==> config.mk <==
export PLATFORM = sky130hd
export DESIGN_NAME = mod_ones_sub_pipe
export DESIGN_NICKNAME = d
export VERILOG_FILES = /design/src/rtl/mod_arith_pkg.sv /design/src/rtl/eac_fixup.sv /design/src/rtl/mod_ones_sub_pipe.sv
export SDC_FILE = /design/constraint.sdc
export NUM_CORES = 1
export LEC_CHECK = 0
export CAP_MARGIN = 30
export CORE_MARGIN = 2
export CORE_UTILIZATION = 53
export DETAILED_ROUTE_END_ITERATION = 8
export PLACE_DENSITY = 0.95
export SYNTH_ARGS = -nofsm -noshare
export SYNTH_HDL_FRONTEND = slang
export SYNTH_SLANG_ARGS = --single-unit
==> constraint.sdc <==
create_clock -name clk -period 3.2 [get_ports clk]
set_clock_uncertainty 0.1 [all_clocks]
set_input_delay 0.8 -clock clk [delete_from_list [all_inputs] [get_ports clk]]
set_output_delay 0.8 -clock clk [all_outputs]
set_load 0.01 [all_outputs]
==> src/rtl/mod_arith_pkg.sv <==
// Shared helpers for the end-around-carry modulo-(2^N-1) arithmetic family.
// Holds the residue word type, the all-ones (negative zero) constant and the
// end-around-carry add used by both the adder and subtractor datapaths.
package mod_arith_pkg;

    localparam int unsigned RES_W_MAX = 32;

    // Residue word, sized for the widest supported modulus; users truncate to N.
    typedef logic [RES_W_MAX-1:0] residue_t;

    // All-ones pattern of width n (2^n - 1), zero-extended to a residue word.
    function automatic residue_t mod_all_ones(input int unsigned n);
        return {RES_W_MAX{1'b1}} >> (RES_W_MAX - n);
    endfunction

    // Fold the carry back into the low n bits; cannot carry out a second time.
    function automatic residue_t eac_add(input residue_t sum, input logic cy,
                                         input int unsigned n);
        return (sum + residue_t'(cy)) & mod_all_ones(n);
    endfunction

endpackage

==> src/rtl/eac_fixup.sv <==
// End-around-carry normalisation for modulo-(2^N-1) sums.
// Ports:
//   i_sum  - low N bits of the one's-complement sum
//   i_cy   - carry out of bit N-1
//   o_res  - normalised residue (all-ones mapped to 0 when CANON=1)
//   o_zero - residue is zero (either 0 or the all-ones negative zero)
module eac_fixup
    import mod_arith_pkg::*;
#(
    parameter int unsigned N     = 8,
    parameter bit          CANON = 1'b1
) (
    input  logic [N-1:0] i_sum,
    input  logic         i_cy,
    output logic [N-1:0] o_res,
    output logic         o_zero
);

    localparam logic [N-1:0] ALL_ONES = N'(mod_all_ones(N));

    logic [N-1:0] w_t;

    assign w_t = N'(eac_add(residue_t'(i_sum), i_cy, N));

    // Optional canonicalisation of negative zero.
    always_comb begin
        o_res = w_t;
        if (CANON && (w_t == ALL_ONES)) begin
            o_res = '0;
        end
    end

    assign o_zero = (w_t == '0) | (w_t == ALL_ONES);

endmodule

==> src/rtl/mod_ones_sub_pipe.sv <==
// Two-stage pipelined modulo-(2^N-1) subtractor: diff = (a - b) mod (2^N-1),
// computed as a + ~b with end-around carry. Valid/ready on both sides.
// Ports:
//   clk, rst_n           - clock, asynchronous active-low reset
//   in_valid / in_ready  - operand handshake (in_ready is combinational)
//   a, b                 - minuend, subtrahend
//   out_valid/out_ready  - result handshake
//   diff, zero           - registered result and zero-residue flag
module mod_ones_sub_pipe
    import mod_arith_pkg::*;
#(
    parameter int unsigned N     = 8,
    parameter bit          CANON = 1'b1
) (
    input  logic         clk,
    input  logic         rst_n,
    input  logic         in_valid,
    output logic         in_ready,
    input  logic [N-1:0] a,
    input  logic [N-1:0] b,
    output logic         out_valid,
    input  logic         out_ready,
    output logic [N-1:0] diff,
    output logic         zero
);

    logic         r_s1_v;
    logic [N-1:0] r_s1_sum;
    logic         r_s1_cy;
    logic         r_s2_v;
    logic [N-1:0] r_diff;
    logic         r_zero;

    logic         w_s2_accept;
    logic         w_s1_accept;
    logic         w_in_hs;
    logic [N:0]   w_raw;
    logic [N-1:0] w_fix_res;
    logic         w_fix_zero;

    // A stage may load when it is empty or its contents move on this cycle.
    assign w_s2_accept = !r_s2_v | out_ready;
    assign w_s1_accept = !r_s1_v | w_s2_accept;
    assign in_ready    = w_s1_accept;
    assign w_in_hs     = in_valid & w_s1_accept;

    // One's-complement subtraction: a + ~b, keeping the carry for stage 2.
    assign w_raw = {1'b0, a} + {1'b0, ~b};

    eac_fixup #(
        .N     (N),
        .CANON (CANON)
    ) u_eac_fixup (
        .i_sum  (r_s1_sum),
        .i_cy   (r_s1_cy),
        .o_res  (w_fix_res),
        .o_zero (w_fix_zero)
    );

    // Stage 1: raw sum and carry.
    always_ff @(posedge clk or negedge rst_n) begin
        if (!rst_n) begin
            r_s1_v   <= 1'b0;
            r_s1_sum <= '0;
            r_s1_cy  <= 1'b0;
        end else if (w_s1_accept) begin
            r_s1_v <= w_in_hs;
            if (w_in_hs) begin
                r_s1_sum <= w_raw[N-1:0];
                r_s1_cy  <= w_raw[N];
            end
        end
    end

    // Stage 2: end-around carry, canonicalisation and zero detect.
    always_ff @(posedge clk or negedge rst_n) begin
        if (!rst_n) begin
            r_s2_v <= 1'b0;
            r_diff <= '0;
            r_zero <= 1'b0;
        end else if (w_s2_accept) begin
            r_s2_v <= r_s1_v;
            if (r_s1_v) begin
                r_diff <= w_fix_res;
                r_zero <= w_fix_zero;
            end
        end
    end

    assign out_valid = r_s2_v;
    assign diff      = r_diff;
    assign zero      = r_zero;

endmodule

-- Yosys cells after proc, flatten, opt, wreduce, memory -nomap -nowiden
Index checks and enable logic that the tools add are counted.
- flip-flop bits (word level): 20
- output and inout bits: 11
- add/sub/neg operators: 2
- eq/ne operators: 1
- muxes and demuxes: 1
- bitwise logic cells: 5
- reductions and logical operators: 5
- operators with widths (cell ; number):
    8-bit by 8-bit adder with 9-bit output ; 1
    8-bit by 1-bit adder with 8-bit output ; 1
    8-bit equality test, second input constant ; 1
    8-bit zero test ; 1
    8-bit two-way mux ; 1
    8-bit NOT ; 1
    2-bit AND reduction ; 2
    1-bit bitwise OR ; 3
    1-bit zero test ; 2
    1-bit bitwise AND ; 1

-- Logic depth before layout (Yosys ltp)
- word-level depth: 5
- mapped depth: 9
- gate-level depth less buffers: 9

-- Modules after synthesis
A second synthesis with hierarchy kept.
- cell total of the unflattened synthesis: 139
- area, all modules: 1355.0 um2
- by module, submodules not included (module ; times used ; cells each ; area an instance (um2) ; seq. area each (um2)):
    mod_ones_sub_pipe ; 1 ; 100 ; 1081.0 ; 500.5
    eac_fixup ; 1 ; 39 ; 274.0 ; 0.0

-- Least setup slack after synthesis
OpenSTA, ideal clock, no wires.
- path type: input to register
- from: in b[0]
- to: reg r_s1_sum[6]
- setup time: 0.129 ns
- arrival: 2.111 ns
- setup slack: 0.860 ns
- stages: 9
- cell sequence: inv_1 ha_1 inv_1 fa_1 nor2b_1 o21ai_0 a21boi_0 or4_1 nand3_1
- word-level cells in the longest chain between the ends: 2
- ends and longest elaborated chain (item ; line ; source):
    start: declaration ; mod_ones_sub_pipe.sv:20 ; input logic [N-1:0] b,
    8-bit NOT ; mod_ones_sub_pipe.sv:48 ; assign w_raw = {1'b0, a} + {1'b0, ~b};
    8-bit by 8-bit adder with 9-bit output ; mod_ones_sub_pipe.sv:48 ;
    end signal: assignment ; mod_ones_sub_pipe.sv:69 ; r_s1_sum <= w_raw[N-1:0];
    end: declaration ; mod_ones_sub_pipe.sv:28 ; logic [N-1:0] r_s1_sum;
Every way passes these cells.
A chain may end at the register's enable or synchronous reset.

-- Worst setup path after layout
- from: in out_ready
- to: out in_ready
- word-level cells in the longest chain between the ends: 2
- ends and longest elaborated chain (item ; line ; source):
    start: declaration ; mod_ones_sub_pipe.sv:22 ; input logic out_ready,
    1-bit bitwise OR ; mod_ones_sub_pipe.sv:42 ; assign w_s2_accept = !r_s2_v | out_ready;
    1-bit bitwise OR ; mod_ones_sub_pipe.sv:43 ; assign w_s1_accept = !r_s1_v | w_s2_accept;
    end: declaration ; mod_ones_sub_pipe.sv:18 ; output logic in_ready,
Every way passes these cells.

==> run summary <==
Pwr Density - 471 nW/um^2
R2r setup slk - 0.85 ns
RR Startpoint - r_s1_cy
DP Wirelength - 2380 um
Post-route minimum period - 2.84 ns
Syn Area/Cell - 8.90 sq um
Sequential element share of the synthesized area - 0.370
TritonCTS Buffers - 3
First-pass GRT wire length - 4800 um
GP Congestion - 0.865
Final wirelength - 2950 um
Hold_sp - diff[6]
Nets - 213
Worst Hold Path EP - diff[6]
Slew @ Worst Pin - 0.871 ns
Sw Ratio - 0.354
Number of fill cells in the layout - 207
Synth-to-layout area growth - 25.3%
Register share of total power - 0.454
Initial Util - 0.551
Post-Syn Instances - 152
Area after DPL - 1670 sq um
Final instance area - 1690 sq um
Worst skew pair latency - 0.30 ns
Critical Path End Type - output port
DRC errors left - 0
Sink Count - 20
CTS tree - yes
Synthesized flop and latch total - 20
Clock-pin transition on the worst setup and hold timing paths - 0.11 ns
Area taken by multi-input logic gates - 773 sq um
Area of the mapped netlist - 1350 sq um
Final hold viol count - 0
Met2 wire length - 1670 um
H-tree lvl count - 1
Worst Hold Depth - 2
Initial DRC Count - 36
Post-Synthesis Net Count - 183
Static Leak - 0.732 nW
Core outline area - 2450 sq um
Wl on met1 - 1070 um
Number of antenna-violating nets in the routed design - 0
Via count - 1222
CTS Buffer Depth - 2
Setup tns final - 0 ns
Routed wl met3 - 129 um
# port buffers - 30
RR Endpoint - diff[5]
EDFF count, synth - 0
Fmax - 0.352 GHz
Async SR Flop Fraction - 1.00
Synth unique cells - 38
WP data arrival - 1.94 ns
Global Route Usage Sum - 0.227
Io pins - 31
GRT Residual Overflow - 0
Worst slew margin - 0.417
Peak VDD IR - 0.331 mV
Hold WC Path Type - reg -> reg
Layout cell share with drive strength beyond 1 - 0.0500
Main synth FF type - dfrtp_1
Pint - 0.516 mW
Top layer in use - met4
Status - finished clean
CTS root buffer - clkbuf_4
Hold_ws - 0.387 ns
R2r worst-path depth - 7
Gate power share - 0.398
Register area - 500 sq um
# setup viols final - 0
Vias in the first global route - 1217
Min setup slack post-route - 0.361 ns
Startpoint Class - input port
First drt pass iteration count - 4
Pre-CTS setup slack - 0.140 ns
Synth Warn # - 0
Antenna violations before repair - 0
Cts hold-fix bufs - 0
Post-CTS resize count - 0
Post-CTS setup buffer count - 0
ANT cells - 0
Kind of critical path - in -> out
Std cell rows - 18
Pins Over Slew Limit - 0
Die Y - 54.5 um
Critical Path Fanout Max - 3
Crit share post-route - 0.887
Largest area contributor in the netlist - dfrtp_1
Synth top area cells - dfrtp_1 (37%), ha_1 (9.3%), nand2_1 (6.4%)
Switching power - 0.283 mW
Die X - 54.5 um
Clk network pwr share - 0.148
DR WL/cell - 14.0 um
Largest net degree at the start of global routing - 21
Max Cap Viol - 0
Critical path required time - 2.30 ns
DR vias/cell - 5.82
Unrepaired setup endpoints after global routing - no
DIE AREA - 2970 sq um
Yosys top cell area share - 0.370
kinds of logic after synthesis:
group	share of synthesized area
flops	0.370
xor+xnor	0.0583
mux	0.00833
simple gates	0.218
fa+ha+maj	0.107
buf+inv	0.0583
compound gates	0.179
power groups by stage:
stage	combinational [mW]	clock, mW	sequential [mW]
after floorplan	0.185	0	0.360
after global placement	0.300	0	0.361
after detailed placement	0.317	0	0.367
after CTS	0.318	0.124	0.362
after global routing	0.351	0.136	0.370
final	0.318	0.118	0.362
cell type report:
cell class,instances,share of cell area
Sequential cell,20,0.295
Timing Repair Buffer,31,0.182
Multi-Input combinational cell,112,0.456
Clock buffer,3,0.0133
Tap cell,30,0.0222
Inverter,14,0.0310
stage by stage:
step | total power [mW] | instances | utilization
floorplan | 0.545 | 152 | -
CTS | 0.803 | 210 | 0.690
global placement | 0.661 | 207 | 0.681
finish | 0.798 | 210 | 0.690
detailed placement | 0.684 | 207 | 0.681
global route | 0.858 | 210 | 0.690
worst max-delay path, cell delays in order:
cell	delay, ns
clkdlybuf4s50_1	0.46
nand3b_1	0.14
clkdlybuf4s50_1	0.55
worst max-delay path by stage:
stage / from / to / slack (ns) / cells after the start
after floorplan: b[0] / r_s1_sum[6] / 0.86 / 9
after global placement: b[0] / r_s1_sum[6] / 0.33 / 10
after detailed placement: a[0] / r_s1_sum[6] / 0.14 / 9
after CTS: out_ready / in_ready / 0.35 / 3
after global routing: a[0] / r_s1_sum[6] / 0.31 / 9
final: out_ready / in_ready / 0.36 / 3
Yosys cell counts, types with 2 or more instances:
cell      count
inv_1        14
o21ai_0      10
dfrtp_1      20
a31oi_1       2
nor2_1        4
nor3_1        3
o21ai_1       2
xor2_1        6
ha_1         10
nand2b_1      4
nand4_1       3
or4_1         2
buf_2         2
nand3_1       5
o31ai_1      10
and4_1        2
a21oi_1       5
nor2b_1       2
clkbuf_1      3
nand2_1      23
xnor2_1       3
placed cells by master, fill, tap and decap left out, drive strengths merged, types with 5 or more instances in the layout:
cell,n
a21oi,5
clkdlybuf4s50,30
dfrtp,20
ha,10
inv,14
nand2,23
nand3,6
o21ai,12
o31ai,10
xor2,6
state kept, by name, indices dropped and copies added (netlist names):
| register | count |
|---|---|
| out_valid | 1 |
| r_s1_cy | 1 |
| r_s1_v | 1 |
| diff | 8 |
| r_s1_sum | 8 |
| zero | 1 |
layer usage:
layer / up-vias / track usage
li1: 592 / -
met1: 587 / 0.208
met2: 37 / 0.450
met3: 6 / 0.0328
met4: 0 / 0.154
met5: - / 0
Power figures use the tool's default switching activity.
